==> config.mk <==
export PLATFORM = sky130hd
export DESIGN_NAME = muldiv_sequencer
export DESIGN_NICKNAME = d
export VERILOG_FILES = /design/src/rtl/muldiv_sequencer.sv
export SDC_FILE = /design/constraint.sdc
export NUM_CORES = 1
export LEC_CHECK = 0
export ABC_AREA = 1
export CORE_UTILIZATION = 65
export CTS_BUF_LIST = sky130_fd_sc_hd__clkbuf_4 sky130_fd_sc_hd__clkbuf_8
export DETAILED_ROUTE_END_ITERATION = 16
export HOLD_SLACK_MARGIN = 0.05
export MAX_ROUTING_LAYER = met4
export PLACE_DENSITY_LB_ADDON = 0.25
export SYNTH_ARGS = -nofsm -noshare
export SYNTH_HDL_FRONTEND = slang
export SYNTH_SLANG_ARGS = --single-unit
==> constraint.sdc <==
create_clock -name clk -period 7.01 [get_ports clk]
set_input_delay 0.701 -clock clk [delete_from_list [all_inputs] [get_ports clk]]
set_output_delay 0.701 -clock clk [all_outputs]
set_load 0.03 [all_outputs]
==> src/rtl/muldiv_sequencer.sv <==
// Iterative unsigned multiply/divide sequencer with HI/LO results.
// Runs one shift-add or restoring-divide step per cycle and stalls the pipeline while busy.
module muldiv_sequencer #(
    parameter int WIDTH = 32
) (
    input  logic             clk,
    input  logic             rst_n,
    input  logic             start,
    input  logic             op,
    input  logic [WIDTH-1:0] a,
    input  logic [WIDTH-1:0] b,
    input  logic             abort,
    output logic             stall,
    output logic             busy,
    output logic             done,
    output logic [WIDTH-1:0] hi,
    output logic [WIDTH-1:0] lo,
    output logic             div_zero
);

    localparam int CNT_W = $clog2(WIDTH);

    typedef enum logic [1:0] {
        S_IDLE,
        S_RUN,
        S_DONE
    } state_t;

    state_t             state;
    logic [CNT_W-1:0]   cnt;
    logic               op_r;
    logic               zero_pend;
    logic [WIDTH-1:0]   opnd;
    logic [WIDTH-1:0]   acc_hi;
    logic [WIDTH-1:0]   acc_lo;
    logic [2*WIDTH-1:0] step;

    // One shift-add step: conditional add into the upper half, then shift right with carry in.
    function automatic logic [2*WIDTH-1:0] mul_step(input logic [WIDTH-1:0] ph,
                                                    input logic [WIDTH-1:0] pl,
                                                    input logic [WIDTH-1:0] m);
        logic [WIDTH:0] sum;
        sum = {1'b0, ph} + (pl[0] ? {1'b0, m} : {(WIDTH+1){1'b0}});
        return {sum, pl[WIDTH-1:1]};
    endfunction

    // One restoring step; the remainder stays below the divisor, so WIDTH bits hold it.
    function automatic logic [2*WIDTH-1:0] div_step(input logic [WIDTH-1:0] r,
                                                    input logic [WIDTH-1:0] q,
                                                    input logic [WIDTH-1:0] d);
        logic [WIDTH:0] rs;
        logic [WIDTH:0] diff;
        rs   = {r, q[WIDTH-1]};
        diff = rs - {1'b0, d};
        if (!diff[WIDTH])
            return {diff[WIDTH-1:0], q[WIDTH-2:0], 1'b1};
        else
            return {rs[WIDTH-1:0], q[WIDTH-2:0], 1'b0};
    endfunction

    always_comb begin
        step = '0;
        if (op_r)
            step = div_step(acc_hi, acc_lo, opnd);
        else
            step = mul_step(acc_hi, acc_lo, opnd);
    end

    assign stall = (start && (state == S_IDLE)) || busy;

    always_ff @(posedge clk or negedge rst_n) begin
        if (!rst_n) begin
            state     <= S_IDLE;
            cnt       <= '0;
            op_r      <= 1'b0;
            zero_pend <= 1'b0;
            opnd      <= '0;
            acc_hi    <= '0;
            acc_lo    <= '0;
            busy      <= 1'b0;
            done      <= 1'b0;
            hi        <= '0;
            lo        <= '0;
            div_zero  <= 1'b0;
        end else begin
            done <= 1'b0;
            case (state)
                S_IDLE: begin
                    if (start) begin
                        op_r     <= op;
                        opnd     <= op ? b : a;
                        acc_lo   <= op ? a : b;
                        acc_hi   <= '0;
                        cnt      <= '0;
                        div_zero <= 1'b0;
                        busy     <= 1'b1;
                        if (op && (b == '0)) begin
                            zero_pend <= 1'b1;
                            state     <= S_DONE;
                        end else begin
                            state <= S_RUN;
                        end
                    end
                end
                S_RUN: begin
                    if (abort) begin
                        busy  <= 1'b0;
                        state <= S_IDLE;
                    end else begin
                        acc_hi <= step[2*WIDTH-1:WIDTH];
                        acc_lo <= step[WIDTH-1:0];
                        cnt    <= cnt + CNT_W'(1);
                        if (cnt == CNT_W'(WIDTH - 1)) begin
                            hi    <= step[2*WIDTH-1:WIDTH];
                            lo    <= step[WIDTH-1:0];
                            done  <= 1'b1;
                            state <= S_DONE;
                        end
                    end
                end
                S_DONE: begin
                    // Divide-by-zero spends an extra DONE cycle so its pulse lands one edge after accept.
                    if (zero_pend) begin
                        zero_pend <= 1'b0;
                        hi        <= acc_lo;
                        lo        <= '1;
                        div_zero  <= 1'b1;
                        done      <= 1'b1;
                    end else begin
                        busy  <= 1'b0;
                        state <= S_IDLE;
                    end
                end
                default: begin
                    busy  <= 1'b0;
                    state <= S_IDLE;
                end
            endcase
        end
    end

endmodule

Word level (Yosys, flattened, before mapping)
Index checks and enable logic that the tools add are counted.

Add/subtract/negate cells: 3. Multipliers: 0. Div/mod/pow operators: 0. Order comparisons: 0. Equal/unequal tests: 11. Shift operators: 0. Multiplexer cells: 42. Bitwise logic cells: 0. Reduce and logical (&&, ||, !) cells: 15.

Operators with widths (count): $mux 32 (13); $pmux 32 s2 (4); $mux 64 (2); $add 32x32->33 (1); $sub 33x32->33 (1); $logic_not 32->1 (1); $reduce_and 3->1 (5); $ne 2x2->1 const B (6); $mux 1 (10); $mux 2 (5); $mux 5 (2); $pmux 5 s2 (1); $pmux 1 s2 (3); $pmux 2 s3 (1); $reduce_bool 2->1 (3); $add 5x1->5 const B (1); $eq 5x5->1 const B (1); $reduce_and 4->1 (1); $ne 3x3->1 const B (1); $pmux 1 s3 (1); $eq 2x1->1 const B (1); $eq 2x2->1 const B (1); $logic_and 1x1->1 (2); $logic_not 2->1 (1); 3 further kinds (3).

Register bits after elaboration: 172. Latch bits: 0. RAM bits: 0. Bits in read-only memories: 0. Input port bits: 69. Word-level logic and storage cells: 83. Memories: 0.

Longest topological paths before layout
Gate-level depths: netlist of the first run.

Word-level depth: 6. Depth in mapped cells: 22. Depth with buffers taken out: 20.

Worst setup path after synthesis of the first run
No wires, ideal clock.

Path type: flip-flop to flip-flop. From: register acc_lo[0]. To: register hi[31]. Setup time: 0.117 ns. Data arrival time: 2.418 ns. Data required time: 6.893 ns. Path slack: 4.475 ns. Cell stages (with the launch flop): 23. Period minus slack after synthesis: 2.535 ns. Cells stage by stage: dfrtp_1 > clkbuf_1 > clkbuf_1 > nand2_1 > inv_1 > ha_1 > fa_1 > nand2_1 > nand2_1 > o21ai_0 > inv_1 > nand2_1 > nand2_1 > nand2_1 > nand2_1 > nand2_1 > nand2_1 > nand2_1 > nand2_1 > nand2_1 > nand3_1 > nand2_1 > nand2_1.

Cells in the longest elaborated chain, start to end: 6.

RTL lines: start, declared (line 35) `logic [WIDTH-1:0] acc_lo;`; start signal, assigned (line 92) `acc_lo <= op ? a : b;`; start signal, assigned (line 111) `acc_lo <= step[WIDTH-1:0];`; $mux 32 (line 43) `sum = {1'b0, ph} + (pl[0] ? {1'b0, m} : {(WIDTH+1){1'b0}});`; $add 32x32->33 (line 43); $mux 64 (line 63) `if (op_r)`; $mux 32 (line 113) `if (cnt == CNT_W'(WIDTH - 1)) begin`; $mux 32 (line 106) `if (abort) begin`; $pmux 32 s2 (line 87) `case (state)`; end signal, assigned (line 114) `hi <= step[2*WIDTH-1:WIDTH];`; end signal, assigned (line 125) `hi <= acc_lo;`; end, declared (line 16) `output logic [WIDTH-1:0] hi,`.

No other way between the ends. The select of a mux whose other input is x is not followed. A chain may end at the register's enable or synchronous reset.

Worst setup path in the final report of the first run
From: register state[1]. To: register cnt[2].

Cells in the longest elaborated chain, start to end: 3. Elaborated cells on any way between the ends: 7.

RTL lines: start, declared (line 29) `state_t state;`; start signal, assigned (line 73) `state <= S_IDLE;`; start signal, assigned (line 99) `state <= S_DONE;`; start signal, assigned (line 101) `state <= S_RUN;`; $eq 2x1->1 or $logic_not 2->1 (tied branches) (line 87); $ne 2x2->1 (no line) or $reduce_bool 2->1 (tied branches); $reduce_and 3->1 (no line); end signal, assigned (line 112) `cnt <= cnt + CNT_W'(1);`; end, declared (line 30) `logic [CNT_W-1:0] cnt;`.

Parallel ways exist; a longest one is shown, timed or not.

==> qor.txt, run 1 <==
Post-CTS sizing: 0
Total standard cell area after synthesis: 0.0140 mm²
Proportion of synthesized chip area in sequential cells: 30.6%
Io pins: 137
Growth of design area from synthesis to finish: 12.7%
Total leakage power: 8.58 nW
Worst slack, placed: 3.18 ns
CTS Root Buffer Type: clkbuf_8
Area of the core region: 0.0211 mm²
Number of warning messages in the yosys log: 0
Final worst clock skew: 0.0262 ns
Post-DRT Antenna Nets: 0
Cell taking the most area after synthesis: dfrtp_1
Post-route clock period utilization: 56.9%
Number of optimization iterations in the first detailed-route pass: 6
Total die area: 0.0222 mm²
Worst EP arrival: 4.42 ns
CTS Hold Bufs: 0
Worst Slack Setup Final: 3.02 ns
Final critical-path required period: 3.99 ns
H-tree Lvls: 4
Antenna violations before repair: 0
Count of pins over their slew limit: 0
Worst-case clock buffer depth: 2
Via count of the first global-routing pass: 14.2k
Post-route standard cell area excluding fillers: 0.0158 mm²
Post-place instance area: 0.0154 mm²
Wire length per cell after detailed routing: 18.4 µm
Effective utilization at floorplan: 66.6%
Ranking of synthesized cells by area: dfrtp_1 (31%), nand2_1 (21%), inv_1 (9.0%)
Endpoints failing setup: 0
Average size of a mapped cell: 6.25 µm²
Overall overflow remaining after global route: 0
Max-cap violations: 0
Input/output buffers: 136
Fillcell total: 1744
Antenna cell count: 0
Hpwl dp: 36.5 mm
Worst R2R Setup Slack: 3.02 ns
IR drop worst, VDD: 0.000307 V
Endpoints failing hold: 0
Power, Total: 8.34 mW
Area used by multi-input combinational logic: 0.00803 mm²
Pin count of the biggest net entering global routing: 115
#FFs+latches synth: 172
Endpoint kind of the worst setup timing path: flop
Power density of the placed cells: 527 mW/mm²
Kind of start point of the critical path: flop
Chip Height: 149 µm
Clock latency of the later-clocked register in the worst-skew pair: 0.51 ns
Run status: finished clean
Final routed wirelength across all metal layers: 48.1 mm
Max Clock Freq: 250 MHz
DRC violation total after the first TritonRoute iteration: 1907
Worst slew slack as a fraction of its limit: 11.0%
Global placement routability congestion: 1.14
Sequential cell area: 0.00431 mm²
Unrepaired setup endpoints after global routing: false
Sinks on Clock Net: 172
Clock-pin slew on the worst setup and hold paths: 0.13 ns
Clock tree from TritonCTS: done
Setup total negative slack: 0 ns
CTS Buf Count: 17
Ratio of routed vias to standard cells: 5.99
Post-synthesis cell count: 2248
Overall routing resource usage: 45.2%
First-pass GRT wire length: 74.4 mm
Tightest Hold Check Type: input port to async pin
Fraction of final layout cells sized beyond drive strength 1: 4.05%
Nets@finish: 2470
Number of setup buffers added after CTS: 0
Final routed DRC violation total: 0
Worst setup path class: flop to flop
Data required time at the worst endpoint: 7.44 ns
Syn Nets: 2388
Highest fanout seen on the critical path: 81
Floorplan row count: 53
Vias after detailed routing: 15.7k
Top cell type's share of synthesized area: 30.6%
Netlist cell types: 46
Transition at the pin with the smallest max-transition slack: 1.33 ns
Horiz. Die Dim: 149 µm
[cells by family after synthesis]
family	synth area share, %
XOR/XNOR	1.06
AO/OA/AOI/OAI	16.5
flip-flops	30.6
buffers and inverters	12.2
adder cells (fa/ha/maj)	6.43
AND/OR/NAND/NOR	33.1
[worst paths after layout]
check,from,endpoint,cells after the start
setup / recovery,state[1],cnt[2],14
hold / removal,rst_n,acc_hi[31],1
setup reg to reg,state[1],cnt[2],14
hold reg to reg,hi[8],hi[8],2
max in group asynchronous,rst_n,op_r,2
min in group clk,hi[8],hi[8],2
[layout by cell type, fill, tap and decap left out, types with 2 or more instances in the layout]
master | synthesis | final
ha_1 | 69 | 68
o21bai_1 | 6 | 6
clkbuf_8 | 0 | 17
inv_6 | 0 | 5
nor2_2 | 2 | 2
nor2_1 | 128 | 128
xnor2_1 | 10 | 10
o21a_1 | 4 | 4
a21oi_1 | 160 | 160
o21ai_1 | 10 | 10
nand4_1 | 19 | 19
nand3_2 | 5 | 5
nand2_2 | 22 | 23
fa_1 | 2 | 2
inv_1 | 338 | 338
xor2_1 | 7 | 7
buf_4 | 1 | 13
nand3b_1 | 9 | 9
dfrtp_1 | 172 | 171
nand2_1 | 785 | 784
inv_2 | 4 | 5
inv_8 | 0 | 3
nand2_4 | 2 | 2
nor2_4 | 2 | 2
nand3_1 | 117 | 117
o22ai_1 | 2 | 2
o211ai_1 | 32 | 32
a21oi_2 | 2 | 2
a21o_1 | 8 | 8
nor4_1 | 5 | 5
and2_1 | 6 | 6
nor3_1 | 14 | 14
o21ai_0 | 205 | 205
clkinv_8 | 0 | 5
clkdlybuf4s50_1 | 0 | 134
a22o_1 | 2 | 2
or2_2 | 5 | 5
[Yosys cell counts, drive strengths merged]
| cell type | n |
|---|---|
| fa | 2 |
| o22ai | 2 |
| a21o | 8 |
| nor3 | 14 |
| nand3 | 122 |
| xnor2 | 10 |
| o21ai | 215 |
| a21boi | 1 |
| dfrtp | 172 |
| clkbuf | 50 |
| o21a | 4 |
| a31oi | 1 |
| nand2 | 810 |
| buf | 33 |
| dlygate4sd1 | 2 |
| xor2 | 7 |
| a21oi | 162 |
| and2 | 6 |
| ha | 69 |
| inv | 342 |
| clkinv | 2 |
| and3 | 1 |
| nor2 | 132 |
| nand4 | 19 |
| nand3b | 9 |
| a22oi | 1 |
| o211ai | 32 |
| o21bai | 6 |
| or2 | 6 |
| nor4 | 5 |
| a22o | 2 |
| nor3b | 1 |
[layer usage]
layer  vias to the layer above  GRT usage [%]  part of all wire, %
met4                         0           31.2                  7.6
met5                         -              -                    0
met1                      7132           55.8                   38
met3                       229           6.18                  9.3
li1                       7286              -                    -
met2                      1042           68.6                   45
[report_power, final]
group	leakage [nW]	switching, mW	internal, mW	total, mW
Clock	0.206	0.470	0.272	0.742
Sequential	2.14	0.402	1.44	1.84
Combinational	6.24	3.93	1.82	5.75
[final cells by class]
cell class | instances | area share [%]
multi-input cells | 1647 | 50.7
flip-flops and latches | 172 | 27.2
repair buffers | 148 | 9.16
inverters | 344 | 8.16
well taps | 275 | 2.17
clock buffers | 17 | 1.48
clock inverters | 15 | 1.09
[sequential cells by signal (all words and copies together) (netlist names)]
register	cells
op_r	1
div_zero	1
lo	32
zero_pend	1
state	2
acc_hi	32
hi	32
opnd	32
busy	1
cnt	5
acc_lo	32
done	1
[critical path, stage by stage, from the launching register on]
cell and delay [ns]:
dfrtp_1 0.40, inv_1 0.11, ha_2 0.17, buf_4 0.55
inv_1 0.14, nor2_1 0.16, inv_1 0.08, nor2_2 0.08
buf_4 0.41, nor2_1 0.10, buf_4 0.26, inv_2 0.99
nand2_1 0.14, xor2_1 0.20, nor2_1 0.09
[metrics by stage]
step | std cells | hold slack, ns | util, %
2_1_floorplan | 2248 | 0.405 | -
3_3_place_gp | 2586 | 0.463 | 73.1
3_5_place_dp | 2586 | 0.466 | 73.1
4_1_cts | 2618 | 0.397 | 75.1
5_1_grt | 2618 | 0.443 | 75.1
6_report | 2618 | 0.354 | 75.1
(Power assumes the default switching activity.)
==> run 2, diff against run 1 <==
--- a/config.mk
+++ b/config.mk
@@ -6,7 +6,7 @@
 export NUM_CORES = 1
 export LEC_CHECK = 0
 export ABC_AREA = 1
-export CORE_UTILIZATION = 65
+export CORE_UTILIZATION = 60
 export CTS_BUF_LIST = sky130_fd_sc_hd__clkbuf_4 sky130_fd_sc_hd__clkbuf_8
 export DETAILED_ROUTE_END_ITERATION = 16
 export HOLD_SLACK_MARGIN = 0.05
==> constraint.sdc (replaced) <==
create_clock -name clk -period 3.79 [get_ports clk]
set_input_delay 0.379 -clock clk [delete_from_list [all_inputs] [get_ports clk]]
set_output_delay 0.379 -clock clk [all_outputs]
set_load 0.03 [all_outputs]
==> run 2 against run 1 <==
Effect of this change: critical endpoint is now hi[31]; flip-flop and latch count stayed put; fmax is 21% higher; wire length is 4.2% higher; global-route usage is 1.6 points lower; hold slack better by 0.14 ns; combinational power is 88% higher.
==> qor.txt, run 2 (synthesized netlist as in run 1, its figures left out) <==
Fraction of final layout cells sized beyond drive strength 1: 4.34%
CTS Buf Count: 17
Clock tree from TritonCTS: done
Global placement routability congestion: 1.04
Endpoints failing hold: 0
Setup total negative slack: 0 ns
Transition at the pin with the smallest max-transition slack: 1.18 ns
CP delay by family, top: simple AND/OR/NAND/NOR gates
Maximum cell stage delay along the critical path: 0.41 ns
DRC violation total after the first TritonRoute iteration: 1725
Via count of the first global-routing pass: 14.5k
Data required time at the worst endpoint: 4.17 ns
Post-CTS sizing: 0
Placed cells: 2631
Cell with the largest stage delay on the worst path: dfrtp_1
Max-cap violations: 0
Vias after detailed routing: 15.5k
CTS Root Buffer Type: clkbuf_8
Total die area: 0.0240 mm²
Wire length per cell after detailed routing: 18.8 µm
Tightest Hold Check Type: input port to flop
Worst slew slack as a fraction of its limit: 21.5%
Growth of design area from synthesis to finish: 13.3%
Worst setup path class: flop to flop
Pin count of the biggest net entering global routing: 107
Final non-filler cell total: 2665
Chip Height: 155 µm
Area used by multi-input combinational logic: 0.00803 mm²
Hpwl dp: 38.5 mm
Highest fanout seen on the critical path: 33
Highest-count cells in the layout ignoring fill and taps: nand2_1 (784), inv_1 (338), o21ai_0 (205), dfrtp_1 (171), a21oi_1 (160)
Worst EP arrival: 3.68 ns
Max Clock Freq: 303 MHz
Sinks on Clock Net: 172
Run status: finished clean
Worst-case clock buffer depth: 2
Count of buffer and inverter cells on the critical path: 2
Fillcell total: 2022
Worst R2R Setup Slack: 0.49 ns
Effective utilization at floorplan: 61.7%
Ratio of routed vias to standard cells: 5.83
Unrepaired setup endpoints after global routing: false
Worst slack, placed: 0.626 ns
Horiz. Die Dim: 155 µm
H-tree Lvls: 4
Antenna violations before repair: 1
Total leakage power: 8.60 nW
Final worst clock skew: 0.0224 ns
Final routed DRC violation total: 0
Floorplan row count: 55
Io pins: 137
Sequential cell area: 0.00431 mm²
Post-route clock period utilization: 87.1%
IR drop worst, VDD: 0.000636 V
Endpoint kind of the worst setup timing path: flop
Worst Slack Setup Final: 0.488 ns
Clock-pin slew on the worst setup and hold paths: 0.11 ns
Most frequent standard cell in the layout excluding fill and tap cells: nand2_1
Count of pins over their slew limit: 0
Final critical-path required period: 3.30 ns
Power density of the placed cells: 972 mW/mm²
Crit-path most repeated cell: nand2_1
Endpoints failing setup: 0
Kind of start point of the critical path: flop
Clock latency of the later-clocked register in the worst-skew pair: 0.49 ns
Number of optimization iterations in the first detailed-route pass: 9
Nets@finish: 2478
CP cell instances: inv_1 -> ha_1 -> inv_1 -> fa_1 -> nand2_1 -> nand2_1 -> nand3_2 -> nand2_2 -> nand2_2 -> nand2_2 -> nand2_2 -> nand2_2 -> nand2_2 -> nand2_4 -> nand2_1 -> nand2_1 -> nand2_1 -> nand3_1 -> nand2_1 -> nand2_1
Final routed wirelength across all metal layers: 50.2 mm
Overall overflow remaining after global route: 0
First-pass GRT wire length: 77.4 mm
Power, Total: 15.5 mW
Area of the core region: 0.0228 mm²
Number of setup buffers added after CTS: 0
Post-DRT Antenna Nets: 0
Input/output buffers: 136
Overall routing resource usage: 43.5%
run 2: area by class of cell:
cell class | instances | area share [%]
Antenna cell | 1 | 0.0157
Clock buffer | 18 | 1.56
Clock inverter | 14 | 0.833
Inverter | 344 | 8.11
Multi-Input combinational cell | 1647 | 50.5
Sequential cell | 172 | 27.0
Tap cell | 313 | 2.46
Timing Repair Buffer | 156 | 9.50
run 2: per-stage QoR:
| step | cell area, µm² | utilization, % | hold slack (ns) |
|---|---|---|---|
| 3_3_place_gp | 15500 | 68.2 | 0.461 |
| 2_1_floorplan | 14000 | - | 0.0834 |
| 6_report | 15900 | 69.9 | 0.490 |
| 3_5_place_dp | 15500 | 68.2 | 0.466 |
| 4_1_cts | 15900 | 69.9 | 0.444 |
| 5_1_grt | 15900 | 69.9 | 0.509 |
run 2: timing repair:
| item | CTS | global route |
|---|---|---|
| setup endpoints to repair | 0 | 0 |
| hold buffers | 1 | 0 |
| endpoints found under the hold margin | 85 | 0 |
run 2: report_power, final:
group          total (mW)  internal, mW  switching (mW)
logic                10.8          3.40            7.40
registers            3.37          2.66           0.707
clock network        1.30         0.499           0.805
total                15.5          6.56            8.91
run 2: final timing paths:
kind                       startpoint         end  cells after the start
max                        acc_lo[31]      hi[31]                     20
min                                op    opnd[23]                      3
max reg2reg                acc_lo[31]      hi[31]                     20
min reg2reg                    hi[10]      hi[10]                      2
max in group asynchronous       rst_n  acc_lo[16]                      3
min in group asynchronous       rst_n     opnd[5]                      2
run 2: per-layer routing:
metal  global-route usage (%)  routed length [µm]  up-vias  part of all wire, %
met5                        -                   0        -                    0
met4                     27.3                3410        0                  6.8
met3                     7.49                4670      194                  9.3
met2                     67.8               22600      949                   45
met1                     52.6               19500     7087                   39
li1                         -                   -     7302                    -
run 2: tightest hold or removal path, stage by stage:
cell and delay, ns:
buf_4 0.26, o21ai_0 0.20, o21ai_0 0.07
